`src/rtl/triangle_unpacker.sv`:
```
// -----------------------------------------------------------------------------
// triangle_unpacker
//
// Takes 384-bit triangle words from the triangle FIFO over an AXI-stream
// slave port. Each word is split into three vertices, and those vertices are
// sent one at a time on a valid/ready vertex stream. This block is the only
// place that knows how a triangle word is laid out.
//
// Word layout: component c (0=x,1=y,2=z,3=w) of vertex v sits at
//   s_axis_tdata[(c*NUM_VERTS + v)*DATA_W +: DATA_W]
// Each emitted vertex is packed as {w,z,y,x}, with x in the low DATA_W bits.
//
// Ports:
//   clk_in          system clock
//   rst_n_in        asynchronous active-low reset
//   s_axis_tvalid   triangle word valid
//   s_axis_tready   block can accept a triangle word
//   s_axis_tdata    packed triangle word
//   m_vertex_valid  vertex beat valid
//   m_vertex_ready  downstream accepts the vertex
//   m_vertex_data   vertex {w,z,y,x}
//   m_vertex_idx    vertex index within the triangle (0..2)
//   m_vertex_last   high on the final vertex of a triangle
//   tri_count       number of triangles fully emitted (wraps)
//
// Optional build macro: TRI_UNPACK_SKID_EN
//   When this macro is defined, the block has one extra triangle-sized skid
//   buffer. The next triangle can then be accepted while the current one is
//   still being emitted, which gives 3 cycles per triangle instead of 4.
// -----------------------------------------------------------------------------
module triangle_unpacker #(
  parameter int DATA_W    = 32,
  parameter int NUM_VERTS = 3,
  parameter int NUM_COMPS = 4,
  parameter int CNT_W     = 16
) (
  input  logic                                 clk_in,
  input  logic                                 rst_n_in,
  input  logic                                 s_axis_tvalid,
  output logic                                 s_axis_tready,
  input  logic [NUM_VERTS*NUM_COMPS*DATA_W-1:0] s_axis_tdata,
  output logic                                 m_vertex_valid,
  input  logic                                 m_vertex_ready,
  output logic [NUM_COMPS*DATA_W-1:0]          m_vertex_data,
  output logic [1:0]                           m_vertex_idx,
  output logic                                 m_vertex_last,
  output logic [CNT_W-1:0]                     tri_count
);

  localparam int TRI_W  = NUM_VERTS * NUM_COMPS * DATA_W;
  localparam int VERT_W = NUM_COMPS * DATA_W;
  localparam logic [1:0] LAST_IDX = 2'(NUM_VERTS - 1);

  // ST_RESET holds tready low until the first clock edge after reset is released.
  typedef enum logic [1:0] {ST_RESET, ST_IDLE, ST_EMIT} state_t;

  state_t             state, state_next;
  logic [TRI_W-1:0]   hold_buf, hold_next;
  logic [1:0]         vidx, vidx_next;
  logic [CNT_W-1:0]   count, count_next;
  logic               s_accept;
  logic               m_fire;
  logic               emitting;
  logic               last_fire;
  logic [VERT_W-1:0]  vertex;

  assign emitting = (state == ST_EMIT);

`ifdef TRI_UNPACK_SKID_EN
  logic [TRI_W-1:0] skid_buf, skid_next;
  logic             skid_full, skid_full_next;

  assign s_axis_tready = ((state == ST_IDLE) || (state == ST_EMIT)) && !skid_full;
`else
  assign s_axis_tready = (state == ST_IDLE);
`endif

  assign s_accept  = s_axis_tvalid && s_axis_tready;
  assign m_fire    = emitting && m_vertex_ready;
  assign last_fire = m_fire && (vidx == LAST_IDX);

  // Gather the components of the current vertex from the interleaved word.
  always_comb begin
    vertex = '0;
    for (int c = 0; c < NUM_COMPS; c++) begin
      vertex[c*DATA_W +: DATA_W] = hold_buf[(c*NUM_VERTS + int'(vidx))*DATA_W +: DATA_W];
    end
  end

  // All outputs come only from registers, so they are forced to zero outside EMIT.
  assign m_vertex_valid = emitting;
  assign m_vertex_data  = emitting ? vertex : '0;
  assign m_vertex_idx   = emitting ? vidx : 2'd0;
  assign m_vertex_last  = emitting && (vidx == LAST_IDX);
  assign tri_count      = count;

  // Next-state logic. The holding buffer changes only when a new triangle
  // starts, so the output beat stays stable while downstream stalls.
  always_comb begin
    state_next = state;
    hold_next  = hold_buf;
    vidx_next  = vidx;
    count_next = count;
`ifdef TRI_UNPACK_SKID_EN
    skid_next      = skid_buf;
    skid_full_next = skid_full;
`endif
    case (state)
      ST_RESET: state_next = ST_IDLE;
      ST_IDLE: begin
        if (s_accept) begin
          hold_next  = s_axis_tdata;
          vidx_next  = 2'd0;
          state_next = ST_EMIT;
        end
      end
      ST_EMIT: begin
        if (m_fire && !last_fire) begin
          vidx_next = vidx + 2'd1;
        end
        if (last_fire) begin
          count_next = count + CNT_W'(1);
          state_next = ST_IDLE;
`ifdef TRI_UNPACK_SKID_EN
          // Start the next triangle straight away if one is ready, so no
          // idle cycle is inserted between triangles.
          if (skid_full) begin
            hold_next      = skid_buf;
            skid_full_next = 1'b0;
            vidx_next      = 2'd0;
            state_next     = ST_EMIT;
          end else if (s_accept) begin
            hold_next  = s_axis_tdata;
            vidx_next  = 2'd0;
            state_next = ST_EMIT;
          end
`endif
        end
`ifdef TRI_UNPACK_SKID_EN
        if (s_accept && !last_fire) begin
          skid_next      = s_axis_tdata;
          skid_full_next = 1'b1;
        end
`endif
      end
      default: state_next = ST_IDLE;
    endcase
  end

  // State registers. Reset throws away any triangle that is partly emitted.
  always_ff @(posedge clk_in or negedge rst_n_in) begin
    if (!rst_n_in) begin
      state    <= ST_RESET;
      hold_buf <= '0;
      vidx     <= 2'd0;
      count    <= '0;
`ifdef TRI_UNPACK_SKID_EN
      skid_buf  <= '0;
      skid_full <= 1'b0;
`endif
    end else begin
      state    <= state_next;
      hold_buf <= hold_next;
      vidx     <= vidx_next;
      count    <= count_next;
`ifdef TRI_UNPACK_SKID_EN
      skid_buf  <= skid_next;
      skid_full <= skid_full_next;
`endif
    end
  end

endmodule

```
`config.mk`:
```
export PLATFORM = sky130hd
export DESIGN_NAME = triangle_unpacker
export DESIGN_NICKNAME = d
export VERILOG_FILES = /design/src/rtl/triangle_unpacker.sv
export SDC_FILE = /design/constraint.sdc
export NUM_CORES = 1
export LEC_CHECK = 0
export BUFFER_PORTS_ARGS = -buffer_cell sky130_fd_sc_hd__buf_2
export CORE_MARGIN = 2
export CORE_UTILIZATION = 44
export CTS_CLUSTER_DIAMETER = 60
export DETAILED_ROUTE_END_ITERATION = 12
export GPL_TIMING_DRIVEN = 0
export PLACE_DENSITY = 0.69
export SYNTH_ARGS = -nofsm -noshare
export SYNTH_HDL_FRONTEND = slang
export SYNTH_SLANG_ARGS = --single-unit
```
`constraint.sdc`:
```
create_clock -name clk_in -period 2.3 [get_ports clk_in]
set_clock_uncertainty 0.15 [all_clocks]
set_input_delay 0.23 -clock clk_in [delete_from_list [all_inputs] [get_ports clk_in]]
set_output_delay 0.23 -clock clk_in [all_outputs]
set_load 0.01 [all_outputs]
```
Word level (Yosys, flattened, before mapping)
Index checks and enable logic that the tools add are counted.
{"block": "op_classes", "mul": 0, "n_eq_ne": 6, "magnitude_cmp": 0, "bitwise": 0, "n_reduce_logical": 11, "addsub": 5, "shift": 4, "div_mod_pow": 0, "n_mux": 8}
{"cell": "$shiftx A384 B10 Y32", "count": 1}
{"cell": "$shiftx A384 B11 Y32", "count": 1}
{"cell": "$shiftx A384 B8 Y32", "count": 1}
{"cell": "$shiftx A384 B9 Y32", "count": 1}
{"cell": "$mux W128", "count": 1}
{"cell": "$add A16 B1 Y16 const B", "count": 1}
{"cell": "$mux W2", "count": 5}
{"cell": "$pmux W2 S2", "count": 2}
{"cell": "$ne A2 B1 Y1 const B", "count": 3}
{"cell": "$reduce_and A2 Y1", "count": 3}
{"cell": "$add A4 B2 Y5 const A", "count": 1}
{"cell": "$logic_and A1 B1 Y1", "count": 5}
{"cell": "$add A3 B2 Y4 const A", "count": 1}
{"cell": "$eq A2 B2 Y1 const B", "count": 2}
{"cell": "$add A2 B2 Y3 const A", "count": 1}
{"cell": "$reduce_and A3 Y1", "count": 1}
{"cell": "$add A2 B1 Y2 const B", "count": 1}
{"cell": "$eq A2 B1 Y1 const B", "count": 1}
{"cell": "$reduce_bool A2 Y1", "count": 1}
{"cell": "$logic_not A1 Y1", "count": 1}
{"block": "word_totals", "in_bits": 388, "n_memories": 0, "ff_bits": 404, "latch_bits": 0, "rom_bits": 0, "mem_bits_rw": 0}

Depth between registers and ports, before layout
Gate-level depths: netlist of run 1.
{"block": "depth", "ltp_word": 7, "ltp_mapped": 9}

Worst setup path after synthesis of run 1
No wires, ideal clock.
{"block": "synth_path", "path_kind": "reg2reg", "from": "reg vidx[0]", "to": "reg count[13], in the netlist tri_count[13]", "path_stages_with_launch": 9, "setup_ps": 125, "setup_slack_ps": 349, "arrival_time_ps": 1676, "synth_period_minus_slack_ps": 1951, "required_time_ps": 2025, "cell_sequence": "dfrtp_1 buf_6 buf_8 inv_1 ha_1 nand4_1 nor4_2 nand3_1 xnor2_1"}
{"block": "synth_between", "elab_chain_len": 3}
{"item": "start: declaration", "line_no": "59", "rtl": "logic [1:0] vidx, vidx_next;"}
{"item": "start signal: assignment", "line_no": "164", "rtl": "vidx <= vidx_next;"}
{"item": "$eq A2 B2 Y1", "line_no": "80", "rtl": "assign last_fire = m_fire && (vidx == LAST_IDX);"}
{"item": "$logic_and A1 B1 Y1", "line_no": "80"}
{"item": "$reduce_and A2 Y1 (no line)"}
{"item": "end signal: assignment", "line_no": "165", "rtl": "count <= count_next;"}
{"item": "end: declaration", "line_no": "60", "rtl": "logic [CNT_W-1:0] count, count_next;"}
Every way passes these cells.
A chain may end at the register's enable or synchronous reset.

Worst setup path after layout of run 1
{"block": "layout_path", "from": "reg vidx[0]", "to": "out m_vertex_data[111]"}
{"block": "layout_between", "elab_chain_len": 3}
{"item": "$add A4 B2 Y5", "line_no": "86", "rtl": "vertex[c*DATA_W +: DATA_W] = hold_buf[(c*NUM_VERTS + int'(vidx))*DATA_W +: DATA_W];"}
{"item": "$shiftx A384 B11 Y32", "line_no": "86"}
{"item": "$mux W128", "line_no": "92", "rtl": "assign m_vertex_data = emitting ? vertex : '0;"}
{"item": "end: declaration", "line_no": "44", "rtl": "output logic [NUM_COMPS*DATA_W-1:0] m_vertex_data,"}
Every way passes these cells.

==> results of run 1 <==
## synth_stat cells (all sizes together)
cell type	instances	area [um^2]
inv	3	11.3
nand2b	1	6.26
nand4b	1	8.76
clkbuf	28	105
nor4	1	12.5
nand4	5	31.3
mux2	1	11.3
nand3	3	15.0
and4b	1	10.0
nor2b	1	6.26
buf	105	648
mux2i	34	340
xnor2	10	87.6
nor3	3	15.0
and3	2	12.5
mux4	96	2160
clkinv	1	3.75
dfrtp	404	10100
ha	2	25.0
nand2	1163	4370
o21ai	1	5.00
and2	99	619
a21oi	32	160
nor2	69	259
xor2	5	43.8
## cell type report
class	count	area [um^2]	area share
flip-flops and latches	404	10100	0.339
repair buffers	957	7620	0.256
plain buffers	130	976	0.0328
clock inverters	19	230	0.00773
inverters	4	31.3	0.00105
well taps	585	732	0.0246
multi-input cells	1530	8660	0.291
clock buffers	65	1400	0.0469
diodes	10	25.0	0.000840
## timing repair
action,CTS,global route
endpoints found under the setup margin,264,149
hold endpoints to repair,463,0
buffers inserted,16,8
cloned,6,3
pin swaps,23,34
resized for setup,182,176
hold buffers,386,0
## power groups by stage
stage	sequential [W]	clock [W]	combinational, W
after floorplan	0.0117	0	0.00860
after global placement	0.0127	0	0.0118
after detailed placement	0.0129	0	0.0121
after CTS	0.0128	0.00796	0.0140
after global routing	0.0133	0.00827	0.0166
final	0.0130	0.00788	0.0153
## state kept, by name, summed over array words and instances, names as in the netlist
name / cells
state: 2
hold_buf: 384
vidx: 2
tri_count: 16
## worst min-delay path by stage
stage / cells past startpoint / to / slack [ns] / start
floorplan: 0 / hold_buf[0] / -0.22 / rst_n_in
global placement: 3 / hold_buf[329] / 0.27 / s_axis_tdata[329]
detailed placement: 1 / hold_buf[3] / 0.09 / rst_n_in
CTS: 2 / hold_buf[3] / 0.07 / rst_n_in
global route: 2 / hold_buf[3] / 0.1 / rst_n_in
finish: 2 / hold_buf[3] / 0.04 / rst_n_in
## critical path, stage by stage (launching register included)
cell,delay (ns)
dfrtp_1,0.34
buf_6,0.16
buf_12,0.16
clkinvlp_4,0.17
nor2_4,0.24
buf_6,0.18
buf_12,0.12
a21oi_4,0.04
nor2_1,0.10
buf_2,0.15
## layer usage
layer | track usage | wire length (um) | vias to the layer above | part of all wire
li1 | - | - | 8597 | -
met1 | 0.433 | 30700 | 9462 | 0.37
met2 | 0.609 | 40200 | 1130 | 0.48
met3 | 0.0898 | 7410 | 344 | 0.089
met4 | 0.199 | 5210 | 6 | 0.062
met5 | 0 | 32 | - | 0.00038
## cell families after synthesis
logic type / count (synthesis)
mux: 131
buf+inv: 137
xor+xnor: 15
compound gates: 33
flops: 404
simple gates: 1349
fa+ha+maj: 2
## stage by stage
step                      utilization  instances  setup TNS, ns  worst slack [ns]  power (W)
after floorplan                     -       2071              0             0.349     0.0203
after global placement          0.524       3192       -2929.39             -7.24     0.0245
after detailed placement        0.527       3195         -37.69            -0.732     0.0250
after CTS                       0.676       3687         -40.82            -0.401     0.0348
after global routing            0.694       3700         -45.53            -0.415     0.0381
final                           0.694       3704         -37.54            -0.357     0.0362
==> out/qor.yml, run 1 <==
worst_setup_path:
  timing.rr.start: "vidx[0]"
  cp.arrival_ns: 2.28
  worstSetupPathType: "reg2out"
  reg2reg_depth: 10
  endpoint: "m_vertex_data[111]"
  rr_endpoint: "tri_count[15]"
  r2r_setup_slack_ns: -0.18
  cp-startpoint: "vidx[0]"
  path_max_fanout: 6
  start_kind: "register"
  end_kind: "output pin"
  worst_ep_required_time_ns: 1.92
final_layout:
  postLayoutCellArea_um2: 29800
  layout_commonest_cell: "nand2_1"
  layout_common_cells: "1161 x nand2_1, 509 x buf_2, 404 x dfrtp_1, 386 x dlygate4sd3_1, 96 x mux4_2"
  drive_above_1_share: 0.320
  final_nets: 3463
  nFillCells: 3052
  area_growth_pct: 56.1
yosys:
  yosys.area_share.simple: 0.281
  syn-instance-count: 2071
  ys_types: 29
  synth_top_family_by_area: "simple AND/OR/NAND/NOR gates"
  syn_area_per_cell_um2: 9.21
  syn-num-nets: 2461
  ys_seq_elements: 404
  syn_area_um2: 19100
  yosysSeqAreaShare: 0.530
  synthXorXnorAreaFrac: 0.00689
  synthAdderAreaFrac: 0.00131
  synth_compound_gate_area_share: 0.00866
  yosysWarnings: 0
  synth_mux_area_frac: 0.132
drt:
  drc_errors: 0
  dr.pass1.iters: 6
  drtIter0Drc: 1768
  ant_nets: 0
  vias_per_cell: 5.28
  wirelength_mm: 83.5
  vias: 19539
  post_drt_wl_per_cell_um: 22.6
timing:
  clock.fmax_mhz: 376
  min_period_ns: 2.66
  whs_ns: 0.0436
  rsz0062_at_grt: "true"
  tightest_slew_ns: 0.658
  timing.slew.headroom: 0.562
  fin_crit_sh: 1.16
  slew_violations: 0
  final_hold_viol_count: 0
  finalSetupViolations: 133
  setup_slack_ns: -0.357
placed_design:
  hpwl_mm: 55.3
  gp_congestion: 0.941
  place_area_um2: 22600
  port_buffers: 536
global_routing:
  grt_pass1_wl_mm: 122
  gr-total-overflow: 0
  grt_pass1_vias: 20677
  grt_max_degree: 121
  antenna_found_initial: 11
  grt_use_total: 0.364
clock_tree:
  cts_tree: "yes"
  cts_buffers: 46
  root_buffer: "clkbuf_16"
  clk_path_buf_depth: 3
  cts.clk_slew.worst_paths_ns: 0.06
  clk_latency_ns: 0.59
  clock_sinks: 404
  cts.htree.levels: 2
pwr:
  powerDensity_nw_per_um2: 1210
  switchingPower_w: 0.0137
  p_int_w: 0.0225
  leakage_nw: 15.4
  combinationalPowerShare: 0.422
  peakVddDrop_mv: 0.733
  seqPwrFrac: 0.360
  pwr-share-clk: 0.218
  p_sw_frac: 0.379
floorplan:
  die_y_um: 212
  rows: 76
  die_width_um: 212
  die_area_um2: 45000
  io_pins: 537
  start_util: 0.445
  core_area_um2: 42900
hold_path:
  hold_path.class: "in2async"
run_status:
  status: "finished with violations"
  violations: "negative setup slack"
job:
  maxCapViolCount: 0
Note: power is estimated with default switching activity, not from simulation.
==> run 2: changes to the inputs <==
Settings changed: CORE_AREA set to 2 2 211 213, CORE_MARGIN 2 to unset, CORE_UTILIZATION 44 to unset, DIE_AREA set to 0 0 213 215.
==> out/qor.yml, run 2 (synthesis results as in run 1) <==
final_layout:
  largest_register_ffs: 384
  area_growth_pct: 54.7
  drive_above_1_share: 0.313
  largest-register: "hold_buf"
  layout_commonest_cell: "nand2_1"
  layout_common_cells: "1161 x nand2_1, 522 x buf_2, 404 x dfrtp_1, 386 x dlygate4sd3_1, 96 x mux4_2"
  final_nets: 3459
pwr:
  switchingPower_w: 0.0137
  peakVddDrop_mv: 0.687
  p_int_w: 0.0221
  pwr-share-clk: 0.218
  combinationalPowerShare: 0.416
  power_w: 0.0357
  seqPwrFrac: 0.366
  powerDensity_nw_per_um2: 1210
  leakage_nw: 15.2
  p_sw_frac: 0.382
drt:
  drtIter0Drc: 1598
  post_drt_wl_per_cell_um: 21.6
  dr.pass1.iters: 6
  wirelength_mm: 80.2
  vias_per_cell: 5.22
  vias: 19347
  ant_nets: 0
  drc_errors: 0
timing:
  min_period_ns: 2.65
  timing.slew.headroom: 0.545
  finalSetupViolations: 129
  fin_setup_tns_ns: -34.81
  clock.fmax_mhz: 377
  slew_violations: 0
  final_hold_viol_count: 0
  setup_slack_ns: -0.349
  rsz0062_at_grt: "true"
  fin_crit_sh: 1.15
  tightest_slew_ns: 0.683
clock_tree:
  cts_tree: "yes"
  root_buffer: "clkbuf_16"
  cts.clk_slew.worst_paths_ns: 0.06
  clock_sinks: 404
  cts.htree.levels: 2
  cts_buffers: 48
  clk_latency_ns: 0.58
  clk_path_buf_depth: 3
floorplan:
  io_pins: 537
  core_area_um2: 43600
  start_util: 0.437
  rows: 77
  die_width_um: 213
  die_y_um: 215
  die_area_um2: 45800
placed_design:
  hpwl_mm: 54.7
  port_buffers: 536
  gp_congestion: 0.920
  pre_cts_slack_ns: -0.769
worst_setup_path:
  end_kind: "output pin"
  reg2reg_depth: 8
  path_max_fanout: 7
  r2r_setup_slack_ns: 0.09
  start_kind: "register"
  cp.arrival_ns: 2.27
  rr_endpoint: "hold_buf[295]"
  worst_ep_required_time_ns: 1.92
  timing.rr.start: "state[1]"
  worstSetupPathType: "reg2out"
job:
  maxCapViolCount: 0
run_status:
  violations: "negative setup slack"
  status: "finished with violations"
global_routing:
  gr-total-overflow: 0
  grt_max_degree: 124
  antenna_found_initial: 13
  grt_pass1_vias: 20392
  grt_use_total: 0.348
  grt_pass1_wl_mm: 119
hold_path:
  hold_path.class: "in2async"
[run 2: cell count changes in the layout (fill, tap and decap cells not counted), sizes merged]
cell / previous run / this run
buf: 668 / 659
bufinv: 5 / 4
clkbuf: 98 / 99
clkinv: 13 / 8
clkinvlp: 2 / 6
diode: 10 / 14
inv: 3 / 7
[run 2: power groups by stage]
stage / Sequential (W) / Combinational (W) / Clock, W
2_1_floorplan: 0.0117 / 0.00860 / 0
3_3_place_gp: 0.0128 / 0.0118 / 0
3_5_place_dp: 0.0130 / 0.0121 / 0
4_1_cts: 0.0129 / 0.0143 / 0.00785
5_1_grt: 0.0134 / 0.0162 / 0.00815
6_report: 0.0131 / 0.0149 / 0.00778
[run 2: how the worst max path moves through the flow]
stage,start,end,slack (ns),cells past startpoint
after detailed placement,state[1],m_vertex_data[80],-0.77,7
after global routing,vidx[0],m_vertex_data[106],-0.39,9
final,vidx[0],m_vertex_data[8],-0.35,6
after global placement,rst_n_in,hold_buf[334],-7.22,1
after floorplan,vidx[0],tri_count[13],0.35,8
after CTS,vidx[0],m_vertex_data[46],-0.41,7
[run 2: timing repair]
item	4_1_cts	5_1_grt
endpoints found under the setup margin	379	339
endpoints found under the hold margin	517	0
cloned	7	4
hold buffers	386	0
setup buffers	13	9
pin swaps	28	17
gates resized for setup	242	67
[run 2: per-layer routing]
metal / up-vias / share of wire / global-route usage
li1: 8571 / - / -
met1: 9337 / 0.37 / 0.413
met2: 1102 / 0.48 / 0.576
met3: 329 / 0.081 / 0.0775
met4: 8 / 0.065 / 0.208
met5: - / 0.00060 / 0
[run 2: through the flow]
step	area, um^2	instances	utilization	hold slack [ns]
finish	29500	3709	0.676	0.0733
global placement	22500	3199	0.515	0.270
CTS	29200	3691	0.670	0.0641
floorplan	19100	2071	-	-0.216
global route	29500	3704	0.676	0.108
detailed placement	22600	3202	0.518	0.0743
[run 2: worst max-delay path, cell delays in order, from the launching register on]
cell     delay (ns)
dfrtp_1        0.34
buf_6          0.17
buf_4          0.19
buf_16         0.13
mux4_2         0.51
and2_1         0.20
buf_2          0.14
[run 2: area by class of cell]
class | count | area, um^2
flip-flops and latches | 404 | 10100
plain buffers | 131 | 970
fillers | 3171 | 14100
well taps | 592 | 741
clock buffers | 63 | 1350
repair buffers | 950 | 7430
multi-input cells | 1530 | 8580
diodes | 14 | 35.0
inverters | 4 | 31.3
clock inverters | 21 | 251
